## src/rtl/dma_copy_engine_if.sv

```systemverilog
// dma_copy_engine_if: bundles the engine's register window (csb_i/wen_i/addr_i/data_i/data_o), its SRAM-style memory port (mem_*) and done_irq_o; master = SoC/memory side, slave = engine
interface dma_copy_engine_if #(parameter int ADDR_WIDTH = 11);
  logic                  csb_i;
  logic                  wen_i;
  logic [3:0]            addr_i;
  logic [31:0]           data_i;
  logic [31:0]           data_o;
  logic                  mem_csb_o;
  logic                  mem_web_o;
  logic [3:0]            mem_wmask_o;
  logic [ADDR_WIDTH-1:0] mem_addr_o;
  logic [31:0]           mem_din_o;
  logic [31:0]           mem_dout_i;
  logic                  mem_gnt_i;
  logic                  done_irq_o;
  modport slave (
    input  csb_i, wen_i, addr_i, data_i, mem_dout_i, mem_gnt_i,
    output data_o, mem_csb_o, mem_web_o, mem_wmask_o, mem_addr_o, mem_din_o, done_irq_o
  );
  modport master (
    output csb_i, wen_i, addr_i, data_i, mem_dout_i, mem_gnt_i,
    input  data_o, mem_csb_o, mem_web_o, mem_wmask_o, mem_addr_o, mem_din_o, done_irq_o
  );
endinterface

```

## src/rtl/dma_copy_engine.sv

```systemverilog
// dma_copy_engine: word-granular mem-to-mem copy engine; ports clk_i, reset_i (sync, active-high), bus (slave: SRC/DST/LEN/CTRL register window, SRAM-style initiator port, done_irq_o pulsed in FIN only when DMA_IRQ_EN is defined)
module dma_copy_engine #(
  parameter int ADDR_WIDTH = 11,
  parameter int LEN_WIDTH  = 16
) (
  input logic clk_i,
  input logic reset_i,
  dma_copy_engine_if.slave bus
);
  typedef enum logic [2:0] {IDLE, RD, RDW, WR, FIN} state_t;
  state_t state, state_n;
  logic [31:0] src, dst, cur_src, cur_dst, buffer;
  logic [LEN_WIDTH-1:0] len, rem;
  logic done, err, wr, start, misal, busy;
  logic [1:0] sel;
  assign sel = bus.addr_i[3:2];
  assign wr = !bus.csb_i && !bus.wen_i;
  assign busy = state != IDLE;
  assign start = wr && sel == 2'd3 && bus.data_i[0] && !busy;
  assign misal = |src[1:0] || |dst[1:0];
  always_comb begin
    state_n = state;
    case (state)
      IDLE: state_n = start ? ((misal || len == '0) ? FIN : RD) : IDLE;
      RD: state_n = bus.mem_gnt_i ? RDW : RD;
      RDW: state_n = WR;
      WR: state_n = bus.mem_gnt_i ? (rem == LEN_WIDTH'(1) ? FIN : RD) : WR;
      default: state_n = IDLE;
    endcase
  end
  always_ff @(posedge clk_i) begin
    if (reset_i) begin
      state <= IDLE;
      src <= '0;
      dst <= '0;
      len <= '0;
      done <= 1'b0;
      err <= 1'b0;
      cur_src <= '0;
      cur_dst <= '0;
      rem <= '0;
      buffer <= '0;
    end else begin
      state <= state_n;
      if (wr && !busy && sel == 2'd0) src <= bus.data_i;
      if (wr && !busy && sel == 2'd1) dst <= bus.data_i;
      if (wr && !busy && sel == 2'd2) len <= bus.data_i[LEN_WIDTH-1:0];
      if (wr && sel == 2'd3 && bus.data_i[2]) done <= 1'b0;
      if (wr && sel == 2'd3 && bus.data_i[3]) err <= 1'b0;
      if (start) begin
        done <= 1'b0;
        err <= misal;
        cur_src <= src;
        cur_dst <= dst;
        rem <= len;
      end
      if (state == RDW) buffer <= bus.mem_dout_i;
      if (state == WR && bus.mem_gnt_i) begin
        cur_src <= cur_src + 32'd4;
        cur_dst <= cur_dst + 32'd4;
        rem <= rem - 1'b1;
      end
      if (state == FIN) done <= 1'b1;
    end
  end
  assign bus.mem_csb_o = !(state == RD || state == WR);
  assign bus.mem_web_o = state != WR;
  assign bus.mem_wmask_o = 4'hF;
  assign bus.mem_addr_o = state == WR ? cur_dst[ADDR_WIDTH+1:2] : state == RD ? cur_src[ADDR_WIDTH+1:2] : '0;
  assign bus.mem_din_o = state == WR ? buffer : '0;
  assign bus.data_o = bus.csb_i ? '0 : sel == 2'd0 ? src : sel == 2'd1 ? dst : sel == 2'd2 ? 32'(len) : {28'd0, err, done, busy, 1'b0};
`ifdef DMA_IRQ_EN
  assign bus.done_irq_o = state == FIN;
`else
  assign bus.done_irq_o = 1'b0;
`endif
endmodule

```

## src/flat_wrapper.sv

```systemverilog
// flat-port wrapper written by rule: the top's interface ports become plain ports
module dma_copy_engine_flat 
#(
  parameter int ADDR_WIDTH = 11,
  parameter int LEN_WIDTH  = 16
)
  (clk_i, reset_i, bus_csb_i, bus_wen_i, bus_addr_i, bus_data_i, bus_mem_dout_i, bus_mem_gnt_i, bus_data_o, bus_mem_csb_o, bus_mem_web_o, bus_mem_wmask_o, bus_mem_addr_o, bus_mem_din_o, bus_done_irq_o);
  dma_copy_engine_if #(.ADDR_WIDTH(ADDR_WIDTH)) bus_i ();
  input logic clk_i;
  input logic reset_i;
  input wire logic [$bits(bus_i.csb_i)-1:0] bus_csb_i;
  input wire logic [$bits(bus_i.wen_i)-1:0] bus_wen_i;
  input wire logic [$bits(bus_i.addr_i)-1:0] bus_addr_i;
  input wire logic [$bits(bus_i.data_i)-1:0] bus_data_i;
  input wire logic [$bits(bus_i.mem_dout_i)-1:0] bus_mem_dout_i;
  input wire logic [$bits(bus_i.mem_gnt_i)-1:0] bus_mem_gnt_i;
  output wire logic [$bits(bus_i.data_o)-1:0] bus_data_o;
  output wire logic [$bits(bus_i.mem_csb_o)-1:0] bus_mem_csb_o;
  output wire logic [$bits(bus_i.mem_web_o)-1:0] bus_mem_web_o;
  output wire logic [$bits(bus_i.mem_wmask_o)-1:0] bus_mem_wmask_o;
  output wire logic [$bits(bus_i.mem_addr_o)-1:0] bus_mem_addr_o;
  output wire logic [$bits(bus_i.mem_din_o)-1:0] bus_mem_din_o;
  output wire logic [$bits(bus_i.done_irq_o)-1:0] bus_done_irq_o;
  assign bus_i.csb_i = bus_csb_i;
  assign bus_i.wen_i = bus_wen_i;
  assign bus_i.addr_i = bus_addr_i;
  assign bus_i.data_i = bus_data_i;
  assign bus_i.mem_dout_i = bus_mem_dout_i;
  assign bus_i.mem_gnt_i = bus_mem_gnt_i;
  assign bus_data_o = bus_i.data_o;
  assign bus_mem_csb_o = bus_i.mem_csb_o;
  assign bus_mem_web_o = bus_i.mem_web_o;
  assign bus_mem_wmask_o = bus_i.mem_wmask_o;
  assign bus_mem_addr_o = bus_i.mem_addr_o;
  assign bus_mem_din_o = bus_i.mem_din_o;
  assign bus_done_irq_o = bus_i.done_irq_o;
  dma_copy_engine #(.ADDR_WIDTH(ADDR_WIDTH), .LEN_WIDTH(LEN_WIDTH)) u_core (.clk_i(clk_i), .reset_i(reset_i), .bus(bus_i));
endmodule
```

## config.mk

```make
export PLATFORM = sky130hd
export DESIGN_NAME = dma_copy_engine_flat
export DESIGN_NICKNAME = d
export VERILOG_FILES = /design/src/rtl/dma_copy_engine_if.sv /design/src/rtl/dma_copy_engine.sv /design/src/flat_wrapper.sv
export SDC_FILE = /design/constraint.sdc
export NUM_CORES = 1
export LEC_CHECK = 0
export CAP_MARGIN = 20
export CORE_UTILIZATION = 39
export DETAILED_ROUTE_END_ITERATION = 6
export MAX_ROUTING_LAYER = met4
export PLACE_DENSITY = 0.71
export SLEW_MARGIN = 20
export SYNTH_ARGS = -nofsm -noshare
export SYNTH_HDL_FRONTEND = slang
export SYNTH_SLANG_ARGS = --single-unit
export TNS_END_PERCENT = 100
```

## constraint.sdc

```tcl
create_clock -name clk_i -period 2.2 [get_ports clk_i]
set_input_delay 0.22 -clock clk_i [delete_from_list [all_inputs] [get_ports clk_i]]
set_output_delay 0.22 -clock clk_i [all_outputs]
set_load 0.05 [all_outputs]
```

Word-level counts from Yosys, hierarchy flattened
Cells that the tools add are included.
Cells by class
  add/subtract/negate cells: 3
  eq/ne operators: 9
  muxes and demuxes: 24
  reduce and logical (&&, ||, !) cells: 27
Operators by type and width (number)
  $mux W32: 8
  $add A32 B3 Y32 const B: 2
  $mux W16: 3
  $mux W11: 2
  $eq A16 B1 Y1 const B: 1
  $logic_not A16 Y1: 1
  $sub A16 B1 Y16 const B: 1
  $mux W3: 4
  $pmux W3 S4: 1
  $logic_and A1 B1 Y1: 11
  $eq A3 B2 Y1 const B: 2
  $reduce_bool A3 Y1: 2
  $mux W1: 5
  $eq A2 B2 Y1 const B: 2
  $logic_not A1 Y1: 4
  $reduce_bool A2 Y1: 2
  $reduce_or A2 Y1: 2
  $eq A3 B1 Y1 const B: 1
  $eq A3 B3 Y1 const B: 1
  $logic_not A3 Y1: 1
  $logic_or A1 B1 Y1: 3
  $ne A3 B2 Y1 const B: 1
  $eq A2 B1 Y1 const B: 1
  $logic_not A2 Y1: 1
  $mux W2: 1
Storage, ports and cells
  flip-flop bits (word level): 197
  bits of input ports: 73
  output and inout bits: 82
  word-level logic and storage cells: 73

Logic depth before layout (Yosys ltp)
Gate-level depths: netlist of the first run.
  depth after elaboration: 7
  mapped depth: 7

Worst setup path after synthesis of the first run
No wires, ideal clock.
  path type: input -> output
  start: in bus_addr_i[2]
  end: out bus_data_o[1]
  data arrival time: 2.138 ns
  required time: 1.980 ns
  slack: -0.158 ns
  stages on the path: 4
  path buffers: 2
  path through: buf_1 > clkbuf_1 > o21ai_0 > a211oi_1
Between the ends
  word-level cells in the longest chain between the ends: 5
  elaborated cells on any way between the ends: 7
  classes of those cells: 2 x eq/ne; 4 x mux; 1 x reduce/logical
Ends and longest elaborated chain
  from (decl): RTL line flat_wrapper.sv:13  | input wire logic [$bits(bus_i.addr_i)-1:0] bus_addr_i;
  $eq A2 B2 Y1: RTL line dma_copy_engine.sv:71  | assign bus.data_o = bus.csb_i ? '0 : sel == 2'd0 ? src : sel == 2'd1 ? dst : sel == 2'd2 ? 32'(len) : {28'd0, ...
  $mux W16: RTL line dma_copy_engine.sv:71
  $mux W32: RTL line dma_copy_engine.sv:71
  $mux W32 * (2 in series): RTL line dma_copy_engine.sv:71
  to (decl): RTL line flat_wrapper.sv:17  | output wire logic [$bits(bus_i.data_o)-1:0] bus_data_o;
Mark *: on every way between the ends. The rest lies on a longest branch, timed or not.

Final worst setup path of the first run
  start: reg u_core.state[2]
  end: out bus_data_o[1]
Between the ends
  word-level cells in the longest chain between the ends: 5
Ends and longest elaborated chain
  from (decl): RTL line dma_copy_engine.sv:11  | state_t state, state_n;
  from (signal assigned): RTL line dma_copy_engine.sv:44  | state <= state_n;
  $reduce_bool A3 Y1: RTL line dma_copy_engine.sv:18  | assign busy = state != IDLE;
  $mux W16: RTL line dma_copy_engine.sv:71
  $mux W32 (3 in series): RTL line dma_copy_engine.sv:71
No other way between the ends.

==> impl_summary.txt, run 1 <==
----------------------------------------------------
[Critical path]
  Family of cells with the greatest summed delay on the critical path ... flip-flops
  Combined buffer and inverter count along the critical path ... 2
  Critical Path Fanout Max ... 11
  Worst path required time ... 1980 ps
  Slowest stage delay, CP ... 460 ps
  CP Data Arrival Time ... 1800 ps
  Kind of critical path ... reg2out
  Critical path startpoint category ... flip-flop
  Critical path's slowest cell ... dfxtp_2
  Cell breakdown of the critical path ... nor3_2 -> buf_4 -> nand2_1 -> o21ai_0 -> a211oi_2 -> buf_12
  Endpoint kind of the worst setup timing path ... primary output

[GRT]
  Global Route met1 Usage ... 30.7%
  Antenna violations before repair ... 0
  First-pass GRT wire length ... 36.4 mm
  GR Util All Layers ... 23.9%
  Most heavily used metal layer in global routing ... met2
  Met2 Resource Use GR ... 37.4%
  Remaining global-route overflow ... 0
  Via count of the first global-routing pass ... 6,946
  Largest net degree at the start of global routing ... 65
  Global-route track usage on met3 ... 4.61%

[Die]
  Die H ... 140 µm
  Area of the die ... 19,500 µm²
  Effective utilization at floorplan ... 39.7%
  Core region area ... 18,600 µm²
  Die width ... 140 µm
  Std cell rows ... 50
  IO Pins ... 155

[Clocking]
  CTS root buf ... clkbuf_16
  Maximum level of the CTS H-tree ... 4
  Inserted Clock Buffers ... 17
  Maximum clock insertion buffer count ... 2
  Worst-Skew Late Latency ... 420 ps
  Clk slew on worst S/H paths ... 60 ps
  Cts-stage hold buffer count ... 0
  # clock sinks ... 155
  TritonCTS clock tree ... built

[Detailed routing]
  Routed Antenna Nets ... 0
  DR iter-0 viols ... 593
  Total detailed-routing wirelength ... 22.2 mm
  # DRC ... 0
  DR vias ... 7,331
  DR pass1 iterations ... 6
  Wirelength per Cell ... 16.5 µm
  Routed via count divided by cell count ... 5.44

[Final layout]
  Fill cells ... 1,674
  Number of diodes added for antenna fixing ... 0
  Total area of multi-input combinational cells ... 3940 µm²
  Ratio of cells with drive above 1 in the final layout ... 15.1%
  Layout area overhead ... 43.2%
  Final instance count without filler cells ... 1,348
  Sequential cell area ... 3110 µm²
  Net total in the final layout ... 1,178

[Timing]
  Unrepaired setup endpoints after global routing ... false
  Final critical delay including setup and external delays ... 2020 ps
  Max Transition Viols Final ... 0
  Final count of hold timing violations ... 0
  Portion of the clock cycle consumed by the worst path in the final layout ... 91.7%
  Worst-Margin Slew ... 723 ps
  Tightest hold margin ... 340 ps
  Max transition margin ... 51.8%
  Setup-failing EPs final ... 0
  Achievable frequency ... 0.496 GHz
  Setup Total Neg Slack ... 0 ps
  Setup clock skew after layout ... 7.59 ps

[Synth]
  #FFs+latches synth ... 155
  Most common cell in the synthesized netlist ... nand2_1
  Mean area per synthesized cell ... 7.60 µm²
  Largest area contributor in the netlist ... dfxtp_1
  Ranking of synthesized cells by area ... dfxtp_1 42%, nand2_1 13%, a21oi_1 10%, mux2i_1 5.4%, nor2_1 3.5%
  Cells after Synth ... 973
  Fraction of synthesized cell area taken by the top area cell type ... 41.9%
  Number of synthesized flops with an enable pin ... 0
  Post-synthesis cell area ... 7400 µm²
  Count of yosys warnings during synthesis ... 0
  Sequential-to-total area share from yosys stat ... 41.9%
  Most used DFF post-synth ... dfxtp_1
  Synth async-reset ratio ... 0%
  Synth top cells by count ... 251 x nand2_1, 155 x dfxtp_1, 152 x a21oi_1, 68 x nor2_1, 54 x clkbuf_1
  Count of different cell masters after synthesis ... 55

[Worst hold path]
  Class of the worst hold path ... in2reg

[Pwr]
  Leakage Power ... 3.72 nW
  Worst ir drop on vdd ... 0.000547 V
  Cell area power density ... 627 nW/µm²

[Flow run]
  Max-cap violation count ... 0

[Placement]
  Final GP Congestion ... 0.918
  Final HPWL DP ... 15.5 mm
  PortBufs ... 147
  Placed cells ... 1,316

[Outcome]
  Outcome ... finished, final reports clean

----------------------------------------------------
[registers in the layout, indices dropped and copies added (netlist names)]
name            flops
u_core.cur_dst     11
u_core.src         32
u_core.rem         16
u_core.state        3
u_core.len         16
u_core.cur_src     11
u_core.buffer      32
u_core.dst         32
u_core.done         1
u_core.err          1
[per-layer routing]
| layer | vias up | share of wire, % |
|---|---|---|
| met5 | - | 0 |
| met4 | 0 | 1.5 |
| met3 | 30 | 6.3 |
| met2 | 258 | 47 |
| met1 | 3445 | 45 |
| li1 | 3598 | - |
[worst register-to-register path, cell delays in order, from the launching register on]
cell and delay, ps:
dfxtp_1 350, inv_1 140, ha_1 190, nor3b_1 470
nand4_1 180, or3_1 330, a31oi_1 120
[final timing paths]
| check | slack [ps] | end | from | depth (start not counted) |
|---|---|---|---|---|
| setup / recovery | 180 | bus_data_o[1] | u_core.state[2] | 6 |
| hold / removal | 340 | u_core.buffer[30] | bus_mem_dout_i[30] | 3 |
| setup reg to reg | 340 | u_core.rem[14] | u_core.rem[0] | 6 |
| hold reg to reg | 450 | u_core.buffer[5] | u_core.buffer[5] | 2 |
[cells in the final DEF, fill, tap and decap left out, types with 4 or more instances in the layout]
master	synthesis	routed
inv_1	12	12
nor2_1	68	68
buf_4	6	39
nor3_1	6	6
nor2b_1	4	4
o21ai_0	8	8
nor4_1	6	6
conb_1	2	5
mux2i_1	40	40
and2_1	34	34
o211ai_1	8	8
bufinv_16	0	5
nand2_1	251	251
clkinvlp_4	0	6
nand4_1	9	9
buf_12	0	79
a211oi_1	7	6
o311ai_0	5	5
ha_1	4	4
nand3_1	21	21
clkbuf_16	0	17
a22oi_1	6	6
a2bb2oi_1	4	4
a31oi_1	20	20
or4_1	8	8
and4_1	5	5
dfxtp_1	155	152
nand4b_1	5	5
clkdlybuf4s50_1	0	68
or3_1	9	9
a21oi_1	152	152
[cells by family after synthesis]
group           after synthesis  synth area share [%]
simple gates                448                  28.0
xor+xnor                      2                 0.237
mux                          42                  6.02
other cells                   2                 0.102
buf+inv                      93                  5.34
fa+ha+maj                     4                 0.677
compound gates              227                  17.7
flops                       155                  41.9
[per-stage QoR]
stage / instance area (µm²) / total power, W / util, % / setup slack (ps)
after CTS: 10600 / 0.00667 / 56.8 / 21.6
after detailed placement: 9940 / 0.00345 / 53.3 / 47.9
after global placement: 9940 / 0.00344 / 53.3 / 111
after global routing: 10600 / 0.00683 / 56.8 / 115
after floorplan: 7410 / 0.00319 / - / 196
final: 10600 / 0.00665 / 56.8 / 183
[layout make-up]
class,count,area share [%]
clock buffer,18,4.14
clock inverter,14,2.05
inverter,12,0.425
multi-input combinational,728,37.1
sequential,155,29.3
tap,234,2.76
timing repair buffer,187,24.2
[report_power, final]
part	switching [W]	internal, W
clock network	0.00121	0.00205
registers	0.0000369	0.00285
logic	0.000277	0.000234
[repair_timing]
action	in CTS	in global routing
endpoints found under the setup margin	0	6
setup buffers	0	0
gates resized for setup	0	3
Power figures use the tool's default switching activity.
==> run 2, diff against run 1 <==
- CORE_ASPECT_RATIO: not set -> 0.6
- PLACE_DENSITY: 0.71 -> not set
- PLACE_DENSITY_LB_ADDON: not set -> 0.25
==> run 2 against run 1 <==
Effect of this change: the flow now finishes with violations (DRC); clock skew is 4.6 ps higher; clock power decreased by 3%; critical path depth is 1 lower; final area down 0.30%; sequential cell count is the same; sequential power about the same; combinational power rose by 1%; maximum frequency decreased by 3.8%; power down 1.5%; core utilization is 0.88 points higher; sequential share of layout area up 0.087 points; register-to-register slack lost 90 ps.
==> impl_summary.txt, run 2 (synthesized netlist as in run 1, its figures left out) <==
----------------------------------------------------
[Die]
  Die H ... 109 µm (-22%)
  IO Pins ... 155 (unchanged)
  Effective utilization at floorplan ... 40.4% (+0.73 points)
  Area of the die ... 19,500 µm² (about the same)
  Std cell rows ... 38 (-24%)
  Core region area ... 18,300 µm² (-1.8%)
  Die width ... 180 µm (+29%)

[Final layout]
  Most used cells in the layout excluding fill and tap cells ... 251 x nand2_1, 152 x a21oi_1, 152 x dfxtp_1
  Net total in the final layout ... 1,176 (-0.17%)
  Number of diodes added for antenna fixing ... 0 (unchanged)
  Layout area overhead ... 42.8%
  Most common library cell in the layout ignoring fill and taps ... nand2_1
  Fill cells ... 1,626 (-2.9%)
  Ratio of cells with drive above 1 in the final layout ... 14.8% (-0.32 points)
  Utilization of the core after routing ... 57.7% (+0.88 points)
  Top flop regs ... u_core.buffer: 32 flops, u_core.dst: 32 flops, u_core.src: 32 flops

[GRT]
  Via count of the first global-routing pass ... 6,762 (-2.6%)
  First-pass GRT wire length ... 36.7 mm (+1.0%)
  GR Util All Layers ... 24.6% (+0.71 points)
  Most heavily used metal layer in global routing ... met1
  Global-route track usage on met3 ... 7.55% (+2.9 points)
  Remaining global-route overflow ... 0 (unchanged)
  Global Route met1 Usage ... 34.7% (+4.0 points)
  Largest net degree at the start of global routing ... 43 (-34%)
  Met2 Resource Use GR ... 34.4% (-3.0 points)
  Antenna violations before repair ... 0 (unchanged)

[Critical path]
  Cell occurring most often along the worst timing path ... buf_12
  Worst flop-to-flop path endpoint ... u_core.len[14]
  Worst reg-to-reg path cell count ... 4 (-2)
  Endpoint kind of the worst setup timing path ... primary output
  CP Data Arrival Time ... 1880 ps (+80 ps)
  Timing startpoint of the critical path ... u_core.state[1]
  Critical path startpoint category ... flip-flop
  Combined buffer and inverter count along the critical path ... 3 (+1)
  Family of cells with the greatest summed delay on the critical path ... buffers and inverters
  Endpoint of the worst setup timing path ... bus_mem_din_o[0]
  RR Startpoint ... u_core.state[1]
  Critical Path Fanout Max ... 33 (+22)
  Kind of critical path ... reg2out
  Critical path's slowest cell ... dfxtp_2
  Slowest stage delay, CP ... 450 ps (about the same)
  Number of gates on the worst path with buffers counted ... 5 (-1)
  Worst path required time ... 1980 ps (about the same)
  Reg-to-reg slack, setup ... 250 ps (-90 ps)
  Cell breakdown of the critical path ... buf_6 -> and3b_1 -> buf_12 -> and2_1 -> buf_12

[Pwr]
  Combinational share of power ... 7.9% (+0.2 points)
  Switching power as a share of total power ... 24.5% (+1.6 points)
  Sequential group share of total power ... 44.0% (+0.6 points)
  Cell area power density ... 620 nW/µm² (-1.2%)
  Pint ... 0.00494 W (-3.6%)
  Worst ir drop on vdd ... 0.000501 V (-8.5%)
  Clock network power share ... 48.1% (-0.9 points)
  Leakage Power ... 3.70 nW (-0.51%)
  Net switching component of the power ... 0.00160 W (+5.3%)

[Detailed routing]
  Routed Antenna Nets ... 0 (unchanged)
  Total detailed-routing wirelength ... 23.1 mm (+4.3%)
  DR iter-0 viols ... 837 (+41%)
  Wirelength per Cell ... 17.1 µm (+4.1%)
  Routed via count divided by cell count ... 5.53 (+1.7%)
  DR pass1 iterations ... 7 (+1)
  DR vias ... 7,472 (+1.9%)
  # DRC ... 2 (+2)

[Outcome]
  Violations in the final reports ... DRC
  Outcome ... finished, violations left

[Placement]
  PortBufs ... 147 (unchanged)
  Final HPWL DP ... 16.5 mm (+6.7%)
  Final GP Congestion ... 0.933 (+1.6%)

[Timing]
  Final count of hold timing violations ... 0 (unchanged)
  Setup Total Neg Slack ... 0 ps (unchanged)
  Max Transition Viols Final ... 0 (unchanged)
  Final critical delay including setup and external delays ... 2100 ps (+79.4 ps)
  Worst-Margin Slew ... 712 ps (-11.0 ps)
  Setup-failing EPs final ... 0 (unchanged)
  Achievable frequency ... 0.477 GHz (-3.8%)
  Setup clock skew after layout ... 12.2 ps (+4.63 ps)
  Portion of the clock cycle consumed by the worst path in the final layout ... 95.3% (+3.6 points)
  Unrepaired setup endpoints after global routing ... false
  Max transition margin ... 52.5% (+0.70 points)

[Clocking]
  Worst-Skew Late Latency ... 430 ps (about the same)
  Clk slew on worst S/H paths ... 60 ps (about the same)
  Maximum level of the CTS H-tree ... 4 (unchanged)
  # clock sinks ... 155 (unchanged)
  Maximum clock insertion buffer count ... 2 (unchanged)
  TritonCTS clock tree ... built
  Inserted Clock Buffers ... 17 (unchanged)
  CTS root buf ... clkbuf_16

[Worst hold path]
  Cell depth of the worst min-delay path ... 2 (-1)
  Class of the worst hold path ... in2reg

[Flow run]
  Max-cap violation count ... 0 (unchanged)

----------------------------------------------------
[run 2: repair_timing]
action / in CTS / in global routing
hold buffers: 0 / 0
buffers inserted: 0 / 0
setup endpoints to repair: 32 / 28
gates resized for setup: 1 / 3
[run 2: worst min-delay path by stage]
stage          slack, ps               from                end
2_1_floorplan        360  bus_mem_dout_i[0]   u_core.buffer[0]
3_3_place_gp         440   u_core.buffer[9]   u_core.buffer[9]
3_5_place_dp         440  u_core.buffer[21]  u_core.buffer[21]
4_1_cts              230            reset_i        u_core.done
5_1_grt              240            reset_i        u_core.done
6_report             220            reset_i        u_core.done
[run 2: worst register-to-register path: cells and delay by family (launching register included)]
family | cells | cell delay (ps)
and+or+nand+nor | 3 | 1320
DFF | 1 | 380
AOI/OAI and AO/OA | 1 | 180
[run 2: cell type report]
type	instances	area, µm²	share of cell area [%]
sequential	155	3110	29.4
timing repair buffer	185	2560	24.2
clock inverter	11	160	1.52
tap	240	300	2.84
clock buffer	20	457	4.32
inverter	12	45.0	0.426
multi-input combinational	728	3940	37.3
[run 2: layer usage]
| layer | wire length (µm) | up-vias |
|---|---|---|
| met5 | 0 | - |
| met4 | 163 | 0 |
| met3 | 2480 | 25 |
| met2 | 9600 | 336 |
| met1 | 10900 | 3516 |
| li1 | - | 3595 |
[run 2: stage by stage]
stage | cell area, µm² | total power [W] | cells | worst slack (ps) | hold slack (ps)
after floorplan | 7410 | 0.00319 | 976 | 196 | 356
after global placement | 9940 | 0.00345 | 1320 | 69.7 | 437
after detailed placement | 9940 | 0.00345 | 1320 | 14.2 | 442
after CTS | 10600 | 0.00657 | 1351 | 26.6 | 229
after global routing | 10600 | 0.00674 | 1351 | 18.6 | 242
final | 10600 | 0.00655 | 1351 | 104 | 224
[run 2: power groups by stage]
stage          registers (W)  logic [W]  clock network (W)
2_1_floorplan        0.00293   0.000261                  0
3_3_place_gp         0.00294   0.000506                  0
3_5_place_dp         0.00294   0.000509                  0
4_1_cts              0.00288   0.000512            0.00318
5_1_grt              0.00288   0.000555            0.00330
6_report             0.00288   0.000517            0.00315
==> run 3, diff against run 2 <==
- CTS_BUF_LIST: not set -> sky130_fd_sc_hd__clkbuf_4
==> run 3 against run 2 <==
Effect of this change: the run still ends with DRC left; hold slack worse by 130 ps; critical path type unchanged; highest routed layer unchanged; combinational power about the same; sequential power about the same; register-to-register slack improved by 50 ps; wire length decreased by 1.2%; die area unchanged; sequential share of layout area rose by 0.84 points.
==> impl_summary.txt, run 3 (synthesized netlist as in run 1, its figures left out) <==
----------------------------------------------------
[Final layout]
  Number of diodes added for antenna fixing ... 0 (unchanged)
  Layout area overhead ... 39.0%
  Most common library cell in the layout ignoring fill and taps ... nand2_1
  Most used cells in the layout excluding fill and tap cells ... 251 x nand2_1, 152 x a21oi_1, 152 x dfxtp_1
  Top flop regs ... u_core.buffer: 32 flops, u_core.dst: 32 flops, u_core.src: 32 flops
  Net total in the final layout ... 1,178 (+0.17%)
  Ratio of cells with drive above 1 in the final layout ... 15.1% (+0.33 points)
  Utilization of the core after routing ... 56.2% (-1.6 points)

[Detailed routing]
  Met1 wire length ... 11.0 mm (+0.54%)
  Wirelength per Cell ... 16.9 µm (-1.4%)
  Routed Antenna Nets ... 0 (unchanged)
  Routed via count divided by cell count ... 5.45 (-1.4%)
  DR vias ... 7,376 (-1.3%)
  Routed length on met3 ... 2.30 mm (-7.0%)
  DR iter-0 viols ... 755 (-9.8%)
  # DRC ... 2 (unchanged)
  Total detailed-routing wirelength ... 22.9 mm (-1.2%)
  Uppermost layer routed ... met4
  Met2 wirelength from detailed routing ... 9.45 mm (-1.6%)
  DR pass1 iterations ... 7 (unchanged)

[Timing]
  Tightest hold margin ... 93.8 ps (-130 ps)
  Setup clock skew after layout ... 34.7 ps (+22.4 ps)
  Setup-failing EPs final ... 0 (unchanged)
  Achievable frequency ... 0.469 GHz (-1.6%)
  Max transition margin ... 52.5% (about the same)
  Final count of hold timing violations ... 0 (unchanged)
  Worst-Margin Slew ... 712 ps (-0.487 ps)
  Setup Total Neg Slack ... 0 ps (unchanged)
  Unrepaired setup endpoints after global routing ... true
  Worst setup margin ... 69.3 ps (-34.2 ps)
  Final critical delay including setup and external delays ... 2130 ps (+34.2 ps)
  Max Transition Viols Final ... 0 (unchanged)
  Portion of the clock cycle consumed by the worst path in the final layout ... 96.8% (+1.6 points)

[Critical path]
  Cell breakdown of the critical path ... buf_8 -> and3b_1 -> buf_12 -> and2_1 -> buf_12
  Worst path required time ... 1980 ps (about the same)
  Worst reg-to-reg path cell count ... 4 (unchanged)
  CP Data Arrival Time ... 1910 ps (+30 ps)
  Critical path's slowest cell ... dfxtp_4
  RR Startpoint ... u_core.rem[4]
  Cell occurring most often along the worst timing path ... buf_12
  Slowest stage delay, CP ... 420 ps (-30 ps)
  Endpoint kind of the worst setup timing path ... primary output
  Critical path startpoint category ... flip-flop
  Reg-to-reg slack, setup ... 300 ps (+50 ps)
  Kind of critical path ... reg2out
  Worst flop-to-flop path endpoint ... u_core.rem[10]
  Critical Path Fanout Max ... 33 (unchanged)

[Die]
  Area of the die ... 19,500 µm² (unchanged)
  Die H ... 109 µm (unchanged)
  Core region area ... 18,300 µm² (unchanged)
  Die width ... 180 µm (unchanged)
  Std cell rows ... 38 (unchanged)
  IO Pins ... 155 (unchanged)
  Effective utilization at floorplan ... 40.4% (unchanged)

[Placement]
  Setup slack after placement ... 14.2 ps (unchanged)
  Final GP Congestion ... 0.933 (unchanged)
  PortBufs ... 147 (unchanged)
  Final HPWL DP ... 16.5 mm (unchanged)

[Worst hold path]
  Hold path startpoint ... reset_i
  Class of the worst hold path ... in2reg
  Hold Path End ... u_core.done
  Cell depth of the worst min-delay path ... 2 (unchanged)

[Flow run]
  Max-cap violation count ... 0 (unchanged)

[Pwr]
  Cell area power density ... 519 nW/µm² (-16%)
  Leakage Power ... 3.58 nW (-3.3%)
  Worst ir drop on vdd ... 0.000303 V (-39%)

[Clocking]
  # clock sinks ... 155 (unchanged)
  TritonCTS clock tree ... built
  Worst-Skew Late Latency ... 580 ps (+150 ps)
  CTS root buf ... clkbuf_4
  Inserted Clock Buffers ... 17 (unchanged)
  Maximum clock insertion buffer count ... 2 (unchanged)
  Cts-stage hold buffer count ... 0 (unchanged)
  Clk slew on worst S/H paths ... 130 ps (+70 ps)
  Maximum level of the CTS H-tree ... 4 (unchanged)

[GRT]
  Largest net degree at the start of global routing ... 43 (unchanged)
  Antenna violations before repair ... 0 (unchanged)
  Via count of the first global-routing pass ... 6,654 (-1.6%)
  GR Util All Layers ... 24.3% (-0.39 points)
  First-pass GRT wire length ... 36.2 mm (-1.5%)
  Remaining global-route overflow ... 0 (unchanged)

[Outcome]
  Violations in the final reports ... DRC
  Outcome ... finished, violations left

----------------------------------------------------
run 3: final cells by class:
type,instances,area [µm²]
Tap cell,240,300
Clock inverter,13,168
Inverter,12,45.0
Fill cell,1670,8020
Multi-Input combinational cell,728,3940
Sequential cell,155,3110
Timing Repair Buffer,187,2580
Clock buffer,18,135
run 3: what timing repair did:
| item | CTS | global route |
|---|---|---|
| setup endpoints to repair | 42 | 33 |
| gates resized for setup | 7 | 2 |
| pin swaps | 0 | 1 |
| setup buffers | 0 | 2 |
run 3: metrics by stage:
step / instances / cell area, µm² / total power (W)
global route: 1353 / 10300 / 0.00552
finish: 1353 / 10300 / 0.00533
detailed placement: 1320 / 9940 / 0.00345
CTS: 1351 / 10300 / 0.00535
floorplan: 976 / 7410 / 0.00319
global placement: 1320 / 9940 / 0.00345
run 3: how the worst max path moves through the flow:
stage                               start                 to  slack (ps)
after floorplan           u_core.state[2]  bus_mem_addr_o[1]         200
after global placement          bus_csb_i      u_core.len[7]          70
after detailed placement        bus_csb_i      u_core.len[3]          10
after CTS                 u_core.state[1]  bus_mem_din_o[27]          10
after global routing      u_core.state[1]      bus_data_o[1]         -30
final                     u_core.state[1]   bus_mem_din_o[8]          70
run 3: critical path, delay by kind of cell (launching register included):
family,cells,cell delay [ps]
buffers and inverters,3,510
DFF,1,420
and+or+nand+nor,2,420
run 3: routing by layer:
layer	vias up	global-route usage, %
li1	3619	-
met1	3436	34.6
met2	303	33.5
met3	18	7.35
met4	0	4.13
met5	-	-
run 3: report_power, final:
group          internal, W  leakage (nW)  switching (W)
registers          0.00285          1.25      0.0000357
logic             0.000234          2.17       0.000283
clock network     0.000808         0.157        0.00113
